File: src/rtl/button_conditioner_if.sv
// Signal bundle between the board push-buttons and the button conditioner.
// The master side supplies tick and the raw buttons; the slave side returns the conditioned buttons.
interface button_conditioner_if;
  logic       tick;
  logic [4:0] btn_raw;
  logic [4:0] btn_pulse;
  logic [4:0] btn_level;

  modport master (output tick, output btn_raw, input btn_pulse, input btn_level);
  modport slave  (input tick, input btn_raw, output btn_pulse, output btn_level);
endinterface

File: src/rtl/button_conditioner.sv
// Five independent button channels. Each channel has a synchroniser, a tick-based debounce,
// a press pulse, and an optional hold-to-repeat pulse train. Bit order is {U,D,R,L,C}.
module button_conditioner #(
  parameter int         DEB_TICKS = 4,
  parameter int         REP_DELAY = 200,
  parameter int         REP_RATE  = 50,
  parameter logic [4:0] REP_MASK  = 5'b11000
) (
  input  logic                clk,
  input  logic                rst,
  button_conditioner_if.slave bus
);
  localparam int DW   = (DEB_TICKS > 1) ? $clog2(DEB_TICKS) : 1;
  localparam int RMAX = (REP_DELAY > REP_RATE) ? REP_DELAY : REP_RATE;
  localparam int RW   = (RMAX > 1) ? $clog2(RMAX) : 1;
  localparam logic [DW-1:0] DEB_LAST   = DW'(DEB_TICKS - 32'sd1);
  localparam logic [RW-1:0] DELAY_LAST = RW'(REP_DELAY - 32'sd1);
  localparam logic [RW-1:0] RATE_LAST  = RW'(REP_RATE - 32'sd1);

  typedef enum logic [1:0] {
    IDLE   = 2'b00,
    HOLD   = 2'b01,
    REPEAT = 2'b10
  } rep_state_e;

  logic [4:0] pulse_s;
  logic [4:0] level_s;

  for (genvar i = 0; i < 5; i++) begin : g_btn
    logic          s1_r, s2_r, stable_r, pulse_r;
    logic          stable_nxt_s, rise_s, hit_s;
    logic [DW-1:0] deb_cnt_r, deb_nxt_s;
    logic [RW-1:0] rep_cnt_r, rep_nxt_s;
    rep_state_e    state_r, state_nxt_s;

    // Debounce: the stable level flips only after DEB_TICKS consecutive disagreeing ticks.
    always_comb begin
      stable_nxt_s = stable_r;
      deb_nxt_s    = deb_cnt_r;
      if (bus.tick) begin
        if (s2_r == stable_r) begin
          deb_nxt_s = {DW{1'b0}};
        end else if (deb_cnt_r == DEB_LAST) begin
          stable_nxt_s = s2_r;
          deb_nxt_s    = {DW{1'b0}};
        end else begin
          deb_nxt_s = deb_cnt_r + DW'(1'b1);
        end
      end else begin
        deb_nxt_s = deb_cnt_r;
      end
    end

    assign rise_s = stable_nxt_s & ~stable_r;

    // Auto-repeat FSM; a release wins over a repeat pulse due on the same tick.
    always_comb begin
      state_nxt_s = state_r;
      rep_nxt_s   = rep_cnt_r;
      hit_s       = 1'b0;
      case (state_r)
        IDLE: begin
          if (rise_s && REP_MASK[i]) begin
            state_nxt_s = HOLD;
            rep_nxt_s   = {RW{1'b0}};
          end else begin
            state_nxt_s = IDLE;
          end
        end
        HOLD: begin
          if (!stable_nxt_s) begin
            state_nxt_s = IDLE;
            rep_nxt_s   = {RW{1'b0}};
          end else if (bus.tick) begin
            if (rep_cnt_r == DELAY_LAST) begin
              hit_s       = 1'b1;
              rep_nxt_s   = {RW{1'b0}};
              state_nxt_s = REPEAT;
            end else begin
              rep_nxt_s = rep_cnt_r + RW'(1'b1);
            end
          end else begin
            rep_nxt_s = rep_cnt_r;
          end
        end
        REPEAT: begin
          if (!stable_nxt_s) begin
            state_nxt_s = IDLE;
            rep_nxt_s   = {RW{1'b0}};
          end else if (bus.tick) begin
            if (rep_cnt_r == RATE_LAST) begin
              hit_s     = 1'b1;
              rep_nxt_s = {RW{1'b0}};
            end else begin
              rep_nxt_s = rep_cnt_r + RW'(1'b1);
            end
          end else begin
            rep_nxt_s = rep_cnt_r;
          end
        end
        default: begin
          state_nxt_s = IDLE;
          rep_nxt_s   = {RW{1'b0}};
        end
      endcase
    end

    // Channel registers: synchroniser, debounce, repeat state and output pulse.
    always_ff @(posedge clk or negedge rst) begin
      if (!rst) begin
        s1_r      <= 1'b0;
        s2_r      <= 1'b0;
        stable_r  <= 1'b0;
        deb_cnt_r <= {DW{1'b0}};
        state_r   <= IDLE;
        rep_cnt_r <= {RW{1'b0}};
        pulse_r   <= 1'b0;
      end else begin
        s1_r      <= bus.btn_raw[i];
        s2_r      <= s1_r;
        stable_r  <= stable_nxt_s;
        deb_cnt_r <= deb_nxt_s;
        state_r   <= state_nxt_s;
        rep_cnt_r <= rep_nxt_s;
        pulse_r   <= rise_s | hit_s;
      end
    end

    assign pulse_s[i] = pulse_r;
    assign level_s[i] = stable_r;
  end

  assign bus.btn_pulse = pulse_s;
  assign bus.btn_level = level_s;
endmodule

File: src/flat_wrapper.sv
// flat-port wrapper written by rule: the top's interface ports become plain ports
module button_conditioner_flat 
#(
  parameter int         DEB_TICKS = 4,
  parameter int         REP_DELAY = 200,
  parameter int         REP_RATE  = 50,
  parameter logic [4:0] REP_MASK  = 5'b11000
)
  (clk, rst, bus_tick, bus_btn_raw, bus_btn_pulse, bus_btn_level);
  button_conditioner_if bus_i ();
  input  logic clk;
  input  logic rst;
  input wire logic [$bits(bus_i.tick)-1:0] bus_tick;
  input wire logic [$bits(bus_i.btn_raw)-1:0] bus_btn_raw;
  output wire logic [$bits(bus_i.btn_pulse)-1:0] bus_btn_pulse;
  output wire logic [$bits(bus_i.btn_level)-1:0] bus_btn_level;
  assign bus_i.tick = bus_tick;
  assign bus_i.btn_raw = bus_btn_raw;
  assign bus_btn_pulse = bus_i.btn_pulse;
  assign bus_btn_level = bus_i.btn_level;
  button_conditioner #(.DEB_TICKS(DEB_TICKS), .REP_DELAY(REP_DELAY), .REP_RATE(REP_RATE), .REP_MASK(REP_MASK)) u_core (.clk(clk), .rst(rst), .bus(bus_i));
endmodule
File: config.mk
export PLATFORM = sky130hd
export DESIGN_NAME = button_conditioner_flat
export DESIGN_NICKNAME = d
export VERILOG_FILES = /design/src/rtl/button_conditioner_if.sv /design/src/rtl/button_conditioner.sv /design/src/flat_wrapper.sv
export SDC_FILE = /design/constraint.sdc
export NUM_CORES = 1
export LEC_CHECK = 0
export CORE_ASPECT_RATIO = 2
export CORE_UTILIZATION = 36
export CTS_BUF_LIST = sky130_fd_sc_hd__clkbuf_2 sky130_fd_sc_hd__clkbuf_4 sky130_fd_sc_hd__clkbuf_8
export CTS_CLUSTER_SIZE = 16
export DETAILED_ROUTE_END_ITERATION = 6
export MAX_ROUTING_LAYER = met4
export PLACE_DENSITY_LB_ADDON = 0.2
export RECOVER_POWER = 25
export SLEW_MARGIN = 25
export SYNTH_ARGS = -nofsm -noshare
export SYNTH_HDL_FRONTEND = slang
export SYNTH_SLANG_ARGS = --single-unit
export TNS_END_PERCENT = 1
File: constraint.sdc
create_clock -name clk -period 2.5 [get_ports clk]
set_clock_uncertainty 0.15 [all_clocks]
set_input_delay 0.25 -clock clk [delete_from_list [all_inputs] [get_ports clk]]
set_output_delay 0.25 -clock clk [all_outputs]
set_load 0.01 [all_outputs]
==> run_results.csv <==
group,metric,value,unit
status,status,"finished clean",
timing,setup_tns,0,ps
yosys,synth_area,2620,sq um
setup_path,critPathRequiredTime,2600,ps
finish,syn_to_final_growth,13.9,%
timing,finalCritPeriodShare,0.829,
yosys,synth_edf_count,0,
clock_network,cts_tree,"done",
setup_path,crit_fanout,9,
global_routing,globalRouteMet3Util,0.0232,
timing,maxSlewViolCount,0,
die,fp.dieH,123,microns
timing,slew_headroom,0.186,
global_routing,overflow,0,
setup_path,start_kind,"input pin",
die,core,6990,sq um
routing,dr.pass1.iters,4,
global_routing,grt_busiest_layer,"met2",
timing,tightest_slew,1220,ps
yosys,yosys-top-cells-area,"dfrtp_1 (48%), ha_1 (7.2%), nand2_1 (4.9%), buf_4 (2.9%), inv_1 (2.9%)",
setup_path,cp_slowest_stage_delay,720,ps
setup_path,cp_num_buf_inv,1,
clock_network,cts-buffers-inserted,5,
routing,drt_iter0_markers,54,
routing,wl_per_cell,13.4,microns
timing,finalHoldViolCount,0,
yosys,syn_area_per_cell,10.0,sq um
setup_path,setup.worst_path.class,"input pin to flip-flop",
power,powerDensity,715,nW/um^2
clock_network,clock_sinks,50,
routing,vias_per_cell,5.00,
setup_path,cp_top_family,"simple AND/OR/NAND/NOR gates",
finish,layout.nets,301,
clock_network,ctsResizeCount,0,
clock_network,ctsRootBufferMaster,"clkbuf_8",
finish,antenna_cells,0,
die,fp.dieArea,7630,sq um
yosys,synth_area_leader_cell,"dfrtp_1",
clock_network,ctsLongestPathBuffers,2,
timing,final-setup-viol-count,0,
yosys,yosys.area.top_type_share,0.478,
yosys,synthArstFlopShare,1.00,
yosys,yosys-top-cells-count,"dfrtp_1 (50), nand2_1 (34), inv_1 (20)",
clock_network,worstSkewPairLatency,300,ps
power,peakVddDrop,340,uV
worst_hold_path,holdPathStages,0,
die,start_util,0.374,
placed_design,gp_congestion,0.843,
yosys,synth_cell_types,56,
timing,max_freq,482,MHz
die,placementRows,43,
routing,antenna_left,0,
yosys,ys_seq_area_frac,0.478,
setup_path,cp.depth,6,
yosys,synthCells,261,
yosys,yosys_warnings,0,
setup_path,worstPathCellList,"dlygate4sd3_1 -> and4b_1 -> o32ai_2 -> or4_1 -> a21oi_1 -> a21o_1",
global_routing,grt_max_degree,51,
routing,via_count,1841,
global_routing,grt_use_met2,0.274,
setup_path,reg2reg_depth,8,
power,p_leak,1.33,nW
clock_network,htree_levels,2,
finish,drive_gt1_frac,0.112,
die,io_pins,18,
yosys,synthFlopType,"dfrtp_1",
global_routing,antenna_found_initial,0,
routing,drc_errors,0,
yosys,yosysMostFrequentCell,"dfrtp_1",
global_routing,grt_pass1_wl,8490,microns
yosys,syn_nets,284,
setup_path,crit_slowest_cell,"dlygate4sd3_1",
global_routing,grt_pass1_vias,1819,
placed_design,dp.cells,360,
placed_design,io_buffers,17,
worst_hold_path,min_path_type,"flip-flop to flip-flop",
yosys,ys_ff_latch,50,
run,cap_viol_max_count,0,
global_routing,met1_usage,0.150,
global_routing,grtUsageTotal,0.148,
finish,final_cells,368,
setup_path,end_kind,"flip-flop",
timing,rsz0062_at_grt,"false",
timing,period_needed,2070,ps
placed_design,dp_hpwl,3690,microns
die,dieWidth,62.3,microns
setup_path,critPathArrivalTime,2170,ps
clock_network,path_clk_slew,90,ps
routing,totalWireLength,4910,microns
-- metrics by stage --
| step | util | cell area [sq um] | total power [mW] | hold WS (ps) | worst slack (ps) |
|---|---|---|---|---|---|
| 2_1_floorplan | - | 2620 | 1.42 | -196 | 631 |
| 3_3_place_gp | 0.410 | 2870 | 1.56 | 184 | 201 |
| 3_5_place_dp | 0.410 | 2870 | 1.58 | 186 | 173 |
| 4_1_cts | 0.428 | 2990 | 2.18 | 206 | 406 |
| 5_1_grt | 0.426 | 2980 | 2.27 | 224 | 302 |
| 6_report | 0.426 | 2980 | 2.13 | 207 | 427 |
-- cell type report --
| class | count | area [sq um] |
|---|---|---|
| clock buffers | 6 | 82.6 |
| clock inverters | 1 | 30.0 |
| fillers | 714 | 4010 |
| inverters | 20 | 75.1 |
| multi-input cells | 171 | 1170 |
| flip-flops and latches | 50 | 1250 |
| well taps | 90 | 113 |
| repair buffers | 30 | 255 |
-- where the power goes --
| group | leakage (nW) | internal [mW] | total (mW) | switching (mW) |
|---|---|---|---|---|
| Combinational | 0.618 | 0.273 | 0.503 | 0.230 |
| Sequential | 0.657 | 0.936 | 1.05 | 0.113 |
| Clock | 0.0573 | 0.320 | 0.580 | 0.260 |
-- state kept, by name (all words and copies together) (netlist names) --
name / count
u_core.g_btn.state_r: 4
u_core.g_btn.s2_r: 5
u_core.g_btn.rep_cnt_r: 16
u_core.g_btn.s1_r: 5
u_core.g_btn.stable_r: 5
u_core.g_btn.deb_cnt_r: 10
u_core.g_btn.pulse_r: 5
-- what timing repair did --
item,4_1_cts,5_1_grt
hold endpoints to repair,50,0
setup buffers,0,0
hold buffers,1,0
-- logic make-up after synthesis --
logic type,Yosys count,synth area share
buffers and inverters,40,0.0732
XOR/XNOR,5,0.0167
AND/OR/NAND/NOR,83,0.162
flip-flops,50,0.478
AO/OA/AOI/OAI,59,0.161
multiplexers,9,0.0373
adder cells (fa/ha/maj),15,0.0717
-- per-layer routing --
metal | share of wire | vias to the layer above
li1 | - | 940
met1 | 0.39 | 874
met2 | 0.57 | 21
met3 | 0.021 | 6
met4 | 0.022 | 0
met5 | 0 | -
-- worst reg2reg max path, cell delays in order (launching register included) --
cell and delay (ps):
dfrtp_1 410, inv_1 90, ha_1 240, inv_1 90, a31oi_1 240, o21ai_2 160, or2_0 220, buf_4 160
o31ai_2 220
-- path summary, 6_finish.rpt --
kind | startpoint | to | slack [ps]
worst min register to register | u_core.g_btn[1].s1_r | u_core.g_btn[1].s2_r | 210
max in group asynchronous | rst | u_core.g_btn[3].rep_cnt_r[4] | 800
worst max register to register | u_core.g_btn[4].state_r[0] | u_core.g_btn[4].rep_cnt_r[3] | 430
worst max-delay path | bus_tick | u_core.g_btn[3].rep_cnt_r[7] | 430
worst min-delay path | u_core.g_btn[1].s1_r | u_core.g_btn[1].s2_r | 210
min in group asynchronous | rst | u_core.g_btn[4].rep_cnt_r[2] | 660
-- cells in the final DEF (no fill, tap or decap), drive strengths merged, types with 5 or more instances in the layout --
master         Yosys  routed
clkdlybuf4s50      0      10
nand3              5       5
dlygate4sd3        0       7
a21oi              9       9
nor3               7       7
nand2             34      34
o21ai             15      15
buf               14      10
ha                15      15
a21o               5       5
dfrtp             50      50
nor2               7       7
o22ai              6       6
clkbuf             6       9
inv               20      20
mux2               6       6
Power figures use the tool's default switching activity.
